**config.mk**
```make
export PLATFORM = sky130hd
export DESIGN_NAME = dma_fifo_unpack_ctrl
export DESIGN_NICKNAME = d
export VERILOG_FILES = /design/src/rtl/dma_fifo_unpack_ctrl.sv
export SDC_FILE = /design/constraint.sdc
export NUM_CORES = 1
export LEC_CHECK = 0
export BUFFER_PORTS_ARGS = -buffer_cell sky130_fd_sc_hd__buf_2
export CAP_MARGIN = 15
export CORE_MARGIN = 3
export CORE_UTILIZATION = 34
export CTS_BUF_LIST = sky130_fd_sc_hd__clkbuf_2 sky130_fd_sc_hd__clkbuf_4 sky130_fd_sc_hd__clkbuf_8
export DETAILED_ROUTE_END_ITERATION = 8
export GPL_TIMING_DRIVEN = 0
export PLACE_DENSITY = 0.89
export SYNTH_ARGS = -nofsm -noshare
export SYNTH_HDL_FRONTEND = slang
export SYNTH_SLANG_ARGS = --single-unit
```
**constraint.sdc**
```tcl
create_clock -name clk -period 1.6 [get_ports clk]
set_input_delay 0.08 -clock clk [delete_from_list [all_inputs] [get_ports clk]]
set_output_delay 0.08 -clock clk [all_outputs]
set_load 0.1 [all_outputs]
```
**src/rtl/dma_fifo_unpack_ctrl.sv**
```systemverilog
// Sequencing stage for the DMA 32-to-8 unpacking FIFO: accepts a word, writes it to the FIFO,
// then steps the FIFO lane select and presents each returned byte with a valid/ready handshake.
module dma_fifo_unpack_ctrl #(
  parameter bit BIG_ENDIAN = 1'b0
) (
  input  logic        clk,
  input  logic        reset,
  input  logic        word_valid,
  output logic        word_ready,
  input  logic [31:0] word_data,
  input  logic [1:0]  byte_count,
  output logic        fifo_write,
  output logic [31:0] fifo_wdata,
  output logic [1:0]  fifo_read,
  input  logic [7:0]  fifo_rdata,
  output logic [7:0]  byte_out,
  output logic        byte_valid,
  input  logic        byte_ready,
  output logic        last_byte,
  output logic        busy,
  input  logic        abort
);

  typedef enum logic [1:0] {
    StIdle    = 2'd0,
    StFetch   = 2'd1,
    StPresent = 2'd2
  } state_e;

  state_e      state_q, state_d;
  logic [1:0]  lane_q, lane_d;
  logic [2:0]  remain_q, remain_d;

  localparam logic [1:0] FirstLane = BIG_ENDIAN ? 2'd3 : 2'd0;

  always_ff @(posedge clk) begin
    if (reset) begin
      state_q  <= StIdle;
      lane_q   <= 2'd0;
      remain_q <= 3'd0;
    end else begin
      state_q  <= state_d;
      lane_q   <= lane_d;
      remain_q <= remain_d;
    end
  end

  // Outputs are gated by reset so they read low in the very cycle reset is raised.
  always_comb begin
    word_ready = (state_q == StIdle) && !reset && !abort;
    fifo_write = word_valid && word_ready;
    fifo_wdata = word_data;
    fifo_read  = lane_q;
    byte_out   = fifo_rdata;
    byte_valid = (state_q == StPresent) && !reset;
    busy       = (state_q != StIdle) && !reset;
    last_byte  = byte_valid && (remain_q == 3'd1);
  end

  always_comb begin
    state_d  = state_q;
    lane_d   = lane_q;
    remain_d = remain_q;
    if (abort) begin
      state_d  = StIdle;
      remain_d = 3'd0;
    end else begin
      unique case (state_q)
        StIdle: begin
          if (fifo_write) begin
            remain_d = (byte_count == 2'd0) ? 3'd4 : {1'b0, byte_count};
            lane_d   = FirstLane;
            state_d  = StFetch;
          end
        end
        StFetch: begin
          state_d = StPresent;
        end
        StPresent: begin
          if (byte_ready) begin
            if (remain_q == 3'd1) begin
              state_d = StIdle;
            end else begin
              // The FIFO samples the old lane at this edge, so moving lane here is glitch-free.
              remain_d = remain_q - 3'd1;
              lane_d   = BIG_ENDIAN ? (lane_q - 2'd1) : (lane_q + 2'd1);
              state_d  = StFetch;
            end
          end
        end
        default: begin
          state_d = StIdle;
        end
      endcase
    end
  end

endmodule

```
# After elaboration in Yosys (flattened, before gate mapping)
# Index checks and enable logic that the tools add are counted.
# op_classes
mux	13
eq_ne	6
addsub	2
bitwise_logic	1
n_reduce_logical	16
# ops
cell	count
3-bit 2-to-1 mux	4
2-bit 2-to-1 mux	5
1-bit logical AND	6
2-bit != test (second input constant)	3
2-bit one-hot mux with 3 select lines	1
3-bit one-hot mux with 2 select lines	1
5-bit AND reduction	1
2-bit logical NOT	2
2-bit one-hot mux with 2 select lines	1
4-bit AND reduction	1
2-bit nonzero test	2
3-bit by 1-bit equality test with 1-bit output (second input constant)	1
3-bit by 1-bit subtractor with 3-bit output (second input constant)	1
2-bit by 1-bit adder with 2-bit output (second input constant)	1
2-bit by 1-bit equality test with 1-bit output (second input constant)	1
2-bit equality test (second input constant)	1
1-bit logical NOT	2
2-bit AND reduction	1
2-bit OR reduction	1
1-bit 2-to-1 mux	1
1-bit NOT	1
# totals
out_inout_bits	47
reg_bits	7

# Longest topological paths before layout
# Gate-level depths: netlist of the first run.
# logic_depth
ltp_word	6
mapped_depth	6
ltp_nobuf	6

# Least setup slack after synthesis of the first run
# OpenSTA, ideal clock, no wires.
# synth_path
path_kind	register to output
from	register state_q[0]
to	output port last_byte
arrival_time_ns	2.779
stages_incl_launch_ff	4
setup_slack_ns	-1.259
path_buffers	0
path_cell_list	dfxtp_1 -> nand2b_2 -> nor2_1 -> and2_1
# synth_via
elab_chain_len	3
# synth_lines
element	line	source
from (decl)	30	state_e state_q, state_d;
from (signal assigned)	38	state_q <= StIdle;
from (signal assigned)	42	state_q <= state_d;
2-bit equality test	55	byte_valid = (state_q == StPresent) && !reset;
1-bit logical AND	55	
net byte_valid	17	output logic byte_valid,
1-bit logical AND	57	last_byte = byte_valid && (remain_q == 3'd1);
to (decl)	19	output logic last_byte,
# The timed path passes the listed nets, and every way through them passes these cells.

# Worst setup path in the final report of the first run
# layout_path
from	register remain_q[0]
to	output port last_byte
# layout_via
elab_chain_len	2
# layout_lines
element	line	source
from (decl)	32	logic [2:0] remain_q, remain_d;
from (signal assigned)	44	remain_q <= remain_d;
3-bit by 1-bit equality test with 1-bit output	57	
1-bit logical AND	57	
# Every way passes these cells.

==> results_dict.tcl, run 1 <==
set metrics [dict create \
    outcome "complete, no violations" \
    layout.cells.most_common "buf_2" \
    dpl.hpwl_um 1970 \
    drc 0 \
    wl_per_cell_um 12.6 \
    timing.slew.headroom 0.674 \
    synth_simple_gate_area_frac 0.217 \
    synthCells 97 \
    worstHoldPathType "input pin to flop" \
    worstPathArrival_ns 1.44 \
    synthToLayoutAreaGrowth_pct 45.2 \
    clock_sinks 7 \
    synth_async_sr_flop_share 0 \
    hp-start "reset" \
    ioPinCount 94 \
    cp.required_ns 1.52 \
    core_um2 2080 \
    drt_iter0_drc 18 \
    dieArea_um2 2920 \
    synth_ff_type "dfxtp_1" \
    post-route-util 0.548 \
    worst_pin_slew_ns 0.493 \
    cts_tree "done" \
    port-buffer-count 52 \
    place_congestion 0.768 \
    grt_overflow 0 \
    regToRegSetupSlack_ns 0.18 \
    synthTopCellsByArea "buf_4, dfxtp_1, nor2_1, ha_1, nor4b_4" \
    synth_top_area_frac 0.382 \
    grt_use_total 0.142 \
    clkTransAtPathRegs_ns 0.06 \
    final-hold-violation-count 0 \
    die_x_um 54.1 \
    fp-row-count 16 \
    antenna_found_initial 0 \
    yosysUniqueCellTypes 29 \
    rsz0062_at_grt "no" \
    layout_common_cells "buf_2, buf_4, nor2_1" \
    antenna_cells 0 \
    synthesis.yosys.warnings 0 \
    synth-compound-area-share 0.146 \
    drv_cap 0 \
    multi_input_area_um2 340 \
    routed_wl_um 2270 \
    peakVddDrop_mv 0.492 \
    layout.area.seq_um2 141 \
    htree_levels 1 \
    placed_area_um2 1100 \
    via_count 829 \
    synthAdderAreaFrac 0.0318 \
    cts_hold_buf 0 \
    layout-drive-gt1-share 0.712 \
    grt_pass1_wl_um 2990 \
    fill_cells 209 \
    first_pass_iters 4 \
    period_minus_slack_ns 1.52 \
    syn_nets 146 \
    p_per_area_nw_per_um2 840 \
    fin_setup_tns_ns 0 \
    p_total_mw 0.959 \
    hold_end "fifo_read[0]" \
    finalMaxSlewViolations 0 \
    fp.dieH_um 54.1 \
    ys_ff_latch 7 \
    ys_seq_area_frac 0.178 \
    skew_ns 0.00548 \
    synth_top_family_by_area "buffers and inverters" \
    setup_viol 0 \
    clk_latency_ns 0.26 \
    synth_enable_flop_cells 0 \
    antenna_left 0 \
    start_util 0.377 \
    root_buffer "clkbuf_4" \
    grt_max_degree 10 \
    crit_type "flop to primary output" \
    vias_per_cell 4.61 \
    r2r-start "remain_q[0]" \
    synthMuxAreaShare 0 \
    fin_crit_sh 0.947 \
    synth_top_cell_by_area "buf_4" \
    crit_path_end_kind "primary output" \
    grt_pass1_vias 725 \
    crit_fanout 5 \
    yosys.area_share.xor_xnor 0.0111 \
    syn_area_per_cell_um2 8.10 \
    min_delay_path_depth 2 \
    numCtsBuffers 3 \
    ff2ff_path_depth 5 \
    layout.nets 203 \
    synth_area_um2 786 \
    p_leak_nw 0.623 \
    final_area_um2 1140 \
    r2r_end "remain_q[2]" \
    max_freq_mhz 660 \
    cts_buffer_depth 2 \
    cp-start-kind "flop" \
]
layout make-up:
class                   instances  share of cell area
well taps                      27              0.0296
clock buffers                   4              0.0263
multi-input cells              45               0.298
flip-flops and latches          7               0.124
inverters                       4              0.0132
plain buffers                  41               0.273
repair buffers                 52               0.236
cells in the mapped netlist, types with 2 or more instances:
library cell / instances
a21oi_1: 3
nand2_1: 4
nor2_1: 10
and2_1: 2
and3_1: 2
inv_1: 4
nand2b_1: 2
ha_1: 2
dfxtp_1: 7
o2111a_1: 2
nor3_1: 2
buf_4: 40
critical path: stages, from the launching register on:
cell	delay [ns]
dfxtp_1	0.39
ha_1	0.17
nor2b_4	0.23
and2_2	0.18
buf_6	0.21
routing by layer:
layer / up-vias / global-route usage / part of all wire / wire length, um
li1: 395 / - / - / -
met5: - / 0 / 0 / 0
met2: 74 / 0.298 / 0.52 / 1190
met4: 0 / 0.0498 / 0.018 / 40
met1: 353 / 0.123 / 0.29 / 650
met3: 7 / 0.0416 / 0.17 / 387
state kept, by name, summed over array words and instances, names as in the netlist:
signal and cells:
state_q 2, fifo_read 2, remain_q 3
worst max-delay path by stage:
stage / end / start / cells after the start
finish: last_byte / remain_q[0] / 4
global route: last_byte / remain_q[0] / 4
CTS: last_byte / remain_q[0] / 4
detailed placement: last_byte / remain_q[0] / 4
global placement: last_byte / remain_q[0] / 4
floorplan: last_byte / state_q[0] / 3
per-stage QoR:
step	hold WS, ns	worst slack [ns]	cells
6_report	0.0295	0.0841	180
5_1_grt	0.0290	0.0287	180
4_1_cts	0.0233	0.0266	180
3_5_place_dp	0.294	0.0721	176
3_3_place_gp	0.290	0.141	176
2_1_floorplan	0.250	-0.177	97
logic make-up after synthesis:
kind of cell,count (synthesis)
buffers and inverters,45
and+or+nand+nor,28
xor gates and xnor gates,1
AOI/OAI and AO/OA,14
DFF,7
adders and majority gates,2
power breakdown:
group,internal [mW],leakage (nW),switching (mW)
registers,0.177,0.0571,0.00373
clock network,0.113,0.0184,0.0714
logic,0.121,0.547,0.473
what timing repair did:
action,4_1_cts,5_1_grt
setup buffers,0,0
endpoints found under the hold margin,0,0
setup endpoints to repair,1,2
pin swaps,0,0
resized for setup,2,3
Power figures use the tool's default switching activity.
==> run 2, diff against run 1 <==
--- a/config.mk
+++ b/config.mk
@@ -12,7 +12,8 @@
 export CTS_BUF_LIST = sky130_fd_sc_hd__clkbuf_2 sky130_fd_sc_hd__clkbuf_4 sky130_fd_sc_hd__clkbuf_8
 export DETAILED_ROUTE_END_ITERATION = 8
 export GPL_TIMING_DRIVEN = 0
-export PLACE_DENSITY = 0.89
+export PLACE_DENSITY = 0.83
+export REMOVE_ABC_BUFFERS = 1
 export SYNTH_ARGS = -nofsm -noshare
 export SYNTH_HDL_FRONTEND = slang
 export SYNTH_SLANG_ARGS = --single-unit
==> constraint.sdc (replaced) <==
create_clock -name clk -period 1.4 [get_ports clk]
set_input_delay 0.07 -clock clk [delete_from_list [all_inputs] [get_ports clk]]
set_output_delay 0.07 -clock clk [all_outputs]
set_load 0.1 [all_outputs]
==> results_dict.tcl, run 2 (synthesis gave the netlist of run 1 again) <==
set metrics [dict create \
    switching_share 0.276 \
    final_area_um2 687 \
    die_x_um 54.1 \
    hold_end "fifo_read[0]" \
    p_per_area_nw_per_um2 731 \
    grt_pass1_wl_um 3230 \
    crit_chain "inv_2, ha_4, nor2b_4, and2_4, buf_12" \
    combPwrFrac 0.178 \
    cpPeakStageDelay_ns 0.32 \
    fp-row-count 16 \
    crit_fanout 5 \
    critPathLaunch "remain_q[1]" \
    dieArea_um2 2920 \
    outcome "complete, no violations" \
    setup_slack_ns 0.0341 \
    placed_area_um2 573 \
    core_um2 2080 \
    worstPathArrival_ns 1.30 \
    fin_crit_sh 0.976 \
    first_pass_iters 4 \
    layout.nets 126 \
    finalMaxSlewViolations 0 \
    setup_viol 0 \
    hold_ws_ns 0.108 \
    clock_sinks 7 \
    wl_per_cell_um 25.3 \
    fin_setup_tns_ns 0 \
    root_buffer "clkbuf_4" \
    largest_reg_flops 3 \
    cts_tree "done" \
    synthToLayoutAreaGrowth_pct -12.6 \
    final-hold-violation-count 0 \
    p_total_mw 0.502 \
    drc 0 \
    regToRegSetupSlack_ns 0.06 \
    layout.cells.most_common "nor2_1" \
    period_minus_slack_ns 1.37 \
    grt_use_total 0.174 \
    grt_pass1_vias 504 \
    p_switching_mw 0.139 \
    clk_latency_ns 0.25 \
    grt_max_degree 10 \
    numCtsBuffers 3 \
    vias_per_cell 5.18 \
    r2r-start "remain_q[1]" \
    cts_hold_buf 0 \
    antenna_cells 0 \
    crit_path_end_kind "primary output" \
    cp.required_ns 1.33 \
    ff2ff_path_depth 7 \
    dpl.hpwl_um 2310 \
    max_freq_mhz 732 \
    port-buffer-count 13 \
    worst_pin_slew_ns 0.487 \
    place_congestion 0.870 \
    dp_slack_ns -0.0909 \
    largest-register "remain_q" \
    fp.dieH_um 54.1 \
    drv_cap 0 \
    p_leak_nw 0.291 \
    dp.cells 96 \
    r2r_end "fifo_read[0]" \
    start_util 0.377 \
    p_seq_frac 0.413 \
    peakVddDrop_mv 0.268 \
    layout_common_cells "nor2_1, buf_2, clkbuf_4" \
    cp-start-kind "flop" \
    power.internal_mw 0.363 \
    clkTransAtPathRegs_ns 0.05 \
    rsz0062_at_grt "yes" \
    htree_levels 1 \
    via_count 534 \
    min_delay_path_depth 2 \
    skew_ns 0.00354 \
    drt_iter0_drc 2 \
    post-route-util 0.330 \
    ioPinCount 94 \
    layout-drive-gt1-share 0.461 \
    routed_wl_um 2610 \
    cts_buffer_depth 2 \
    worstHoldPathType "input pin to flop" \
    grt_overflow 0 \
    stdcell_count 103 \
    clock_power_share 0.409 \
    crit_type "flop to primary output" \
    timing.slew.headroom 0.678 \
    crit_slowest_cell "dfxtp_2" \
    antenna_found_initial 0 \
    antenna_left 0 \
    hp-start "reset" \
]
-- run 2: how the worst max path moves through the flow --
stage / end / slack, ns
floorplan: last_byte / -1.45
global placement: last_byte / -0.03
detailed placement: remain_q[2] / -0.09
CTS: fifo_read[0] / -0.01
global route: last_byte / -0.02
finish: last_byte / 0.03
-- run 2: power groups by stage --
stage                     clock, mW  sequential, mW  combinational [mW]
after floorplan                   0           0.210              0.0584
after global placement            0           0.210              0.0821
after detailed placement          0           0.210              0.0833
after CTS                     0.216           0.207              0.0856
after global routing          0.219           0.207              0.0974
final                         0.205           0.207              0.0894
-- run 2: final cells by class --
cell class | instances | area [um2]
multi-input cells | 45 | 347
fillers | 228 | 1400
well taps | 27 | 33.8
clock buffers | 4 | 30.0
flip-flops and latches | 7 | 145
repair buffers | 16 | 116
inverters | 4 | 15.0
-- run 2: critical path: cells and delay by family, from the launching register on --
| family | cells | cell delay [ns] |
|---|---|---|
| simple gates | 2 | 0.38 |
| flops | 1 | 0.32 |
| buf+inv | 2 | 0.23 |
| fa+ha+maj | 1 | 0.11 |
-- run 2: metal layers --
layer / part of all wire / global-route usage
met1: 0.20 / 0.0921
met5: 0 / 0.0208
met3: 0.29 / 0.208
met4: 0.025 / 0.0788
met2: 0.49 / 0.310
-- run 2: repair_timing --
action | in CTS | in global routing
buffers inserted | 1 | 2
endpoints found under the setup margin | 7 | 8
pin swaps | 0 | 4
resized for setup | 10 | 10
==> run 3, diff against run 2 <==
--- a/config.mk
+++ b/config.mk
@@ -10,10 +10,10 @@
 export CORE_MARGIN = 3
 export CORE_UTILIZATION = 34
 export CTS_BUF_LIST = sky130_fd_sc_hd__clkbuf_2 sky130_fd_sc_hd__clkbuf_4 sky130_fd_sc_hd__clkbuf_8
+export CTS_CLUSTER_SIZE = 24
 export DETAILED_ROUTE_END_ITERATION = 8
 export GPL_TIMING_DRIVEN = 0
-export PLACE_DENSITY = 0.83
-export REMOVE_ABC_BUFFERS = 1
+export PLACE_DENSITY_LB_ADDON = 0.2
 export SYNTH_ARGS = -nofsm -noshare
 export SYNTH_HDL_FRONTEND = slang
 export SYNTH_SLANG_ARGS = --single-unit
==> results_dict.tcl, run 3 (synthesis gave the netlist of run 1 again) <==
set metrics [dict create \
    outcome "complete, no violations" \
    timing.slew.headroom 0.672 \
    via_count 814 \
    crit_chain "inv_2, ha_4, nor2b_4, and2_4, buf_12" \
    worst_pin_slew_ns 0.495 \
    antenna_found_initial 0 \
    core_um2 2080 \
    largest-register "remain_q" \
    die_x_um 54.1 \
    clock_sinks 7 \
    cp.required_ns 1.33 \
    skew_ns 0.00430 \
    dieArea_um2 2920 \
    grt_pass1_wl_um 2750 \
    rsz0062_at_grt "yes" \
    use_met2 0.240 \
    crit_fanout 5 \
    drv_cap 0 \
    htree_levels 1 \
    final-hold-violation-count 0 \
    fp.dieH_um 54.1 \
    setup_slack_ns 0.0207 \
    busiest_layer "met2" \
    layout.nets 204 \
    grt_overflow 0 \
    layout.cells.most_common "buf_2" \
    setup_viol 0 \
    max_freq_mhz 725 \
    fp-row-count 16 \
    grt_use_total 0.128 \
    routed_wl_um 2080 \
    dp_slack_ns -0.0689 \
    use_met1 0.136 \
    clk_latency_ns 0.25 \
    p_leak_nw 0.636 \
    drt_iter0_drc 12 \
    synthToLayoutAreaGrowth_pct 51.9 \
    place_congestion 0.808 \
    multi_input_area_um2 359 \
    layout.area.seq_um2 150 \
    antenna_cells 0 \
    crit_path_end_kind "primary output" \
    drc 0 \
    vias_per_cell 4.50 \
    worstPathArrival_ns 1.31 \
    cp-start-kind "flop" \
    p_total_mw 1.08 \
    crit_type "flop to primary output" \
    antenna_left 0 \
    cts_hold_buf 0 \
    start_util 0.377 \
    fill_cells 196 \
    dpl.hpwl_um 1760 \
    crit_slowest_cell "dfxtp_2" \
    cpPeakStageDelay_ns 0.32 \
    p_per_area_nw_per_um2 905 \
    grt_pass1_vias 682 \
    peakVddDrop_mv 0.687 \
    port-buffer-count 52 \
    ioPinCount 94 \
    worstHoldPathType "input pin to flop" \
    period_minus_slack_ns 1.38 \
    cts_tree "done" \
    finalMaxSlewViolations 0 \
    wl_per_cell_um 11.5 \
    root_buffer "clkbuf_4" \
    clkTransAtPathRegs_ns 0.05 \
    first_pass_iters 4 \
    gr-usage-met3 0.0222 \
    numCtsBuffers 3 \
    layout_common_cells "buf_2, buf_4, nor2_1" \
    fin_crit_sh 0.985 \
    layout-drive-gt1-share 0.760 \
    dp.cells 176 \
    stdcell_count 181 \
    largest_reg_flops 3 \
    grt_max_degree 10 \
    cts_buffer_depth 2 \
]
==> run 3: changes by cell type in the layout (fill, tap and decap cells not counted) <==
cell      delta
buf_2       +40
clkbuf_4     -2
dfxtp_4      +1
buf_6        +1
nor3_1       -1
buf_4       +39
nor3_2       +1
dfxtp_2      +1
dfxtp_1      -2
nor2_1       -1
nor2_4       +1
==> run 3: final cells by class <==
cell class                      count  area share
Multi-Input combinational cell     45       0.301
Sequential cell                     7       0.126
Buffer                             41       0.261
Clock buffer                        4      0.0252
Tap cell                           27      0.0283
Timing Repair Buffer               53       0.246
Inverter                            4      0.0126
==> run 3: through the flow <==
step / setup TNS, ns / utilization / hold WS, ns / cell area, um2
2_1_floorplan: -0.663 / - / 0.240 / 805
3_3_place_gp: -0.137 / 0.528 / 0.276 / 1100
3_5_place_dp: -0.157 / 0.528 / 0.281 / 1100
4_1_cts: -0.0217 / 0.561 / 0.0161 / 1170
5_1_grt: -0.0998 / 0.573 / 0.0290 / 1190
6_report: 0 / 0.573 / 0.0260 / 1190
==> run 3: routing by layer <==
layer,routed length (um),vias to the layer above
met5,0,-
met4,14,0
met3,304,2
met2,1070,61
met1,689,353
li1,-,398
==> run 3: worst max-delay path: cells and delay by family, from the launching register on <==
family                   cells  cell delay, ns
flip-flops                   1            0.32
adder cells (fa/ha/maj)      1            0.12
buffers and inverters        2            0.23
AND/OR/NAND/NOR              2            0.40
==> run 3: path summary, 6_finish.rpt <==
| path | from | to | slack [ns] | cells past startpoint |
|---|---|---|---|---|
| worst min register to register | fifo_read[0] | fifo_read[0] | 0.46 | 1 |
| worst min-delay path | reset | fifo_read[0] | 0.03 | 2 |
| worst max register to register | remain_q[1] | remain_q[0] | 0.07 | 6 |
| worst max-delay path | remain_q[1] | last_byte | 0.02 | 5 |
==> run 3: what timing repair did <==
action / CTS / global route
setup endpoints to repair: 7 / 9
resized for setup: 12 / 7
gates cloned: 0 / 0
buffers inserted: 0 / 1
pin swaps: 0 / 1
==> run 3: report_power, final <==
group / internal [mW] / leakage (nW) / switching (mW)
sequential: 0.202 / 0.0599 / 0.00452
clock: 0.128 / 0.0184 / 0.0668
combinational: 0.141 / 0.558 / 0.539
total: 0.470 / 0.636 / 0.610
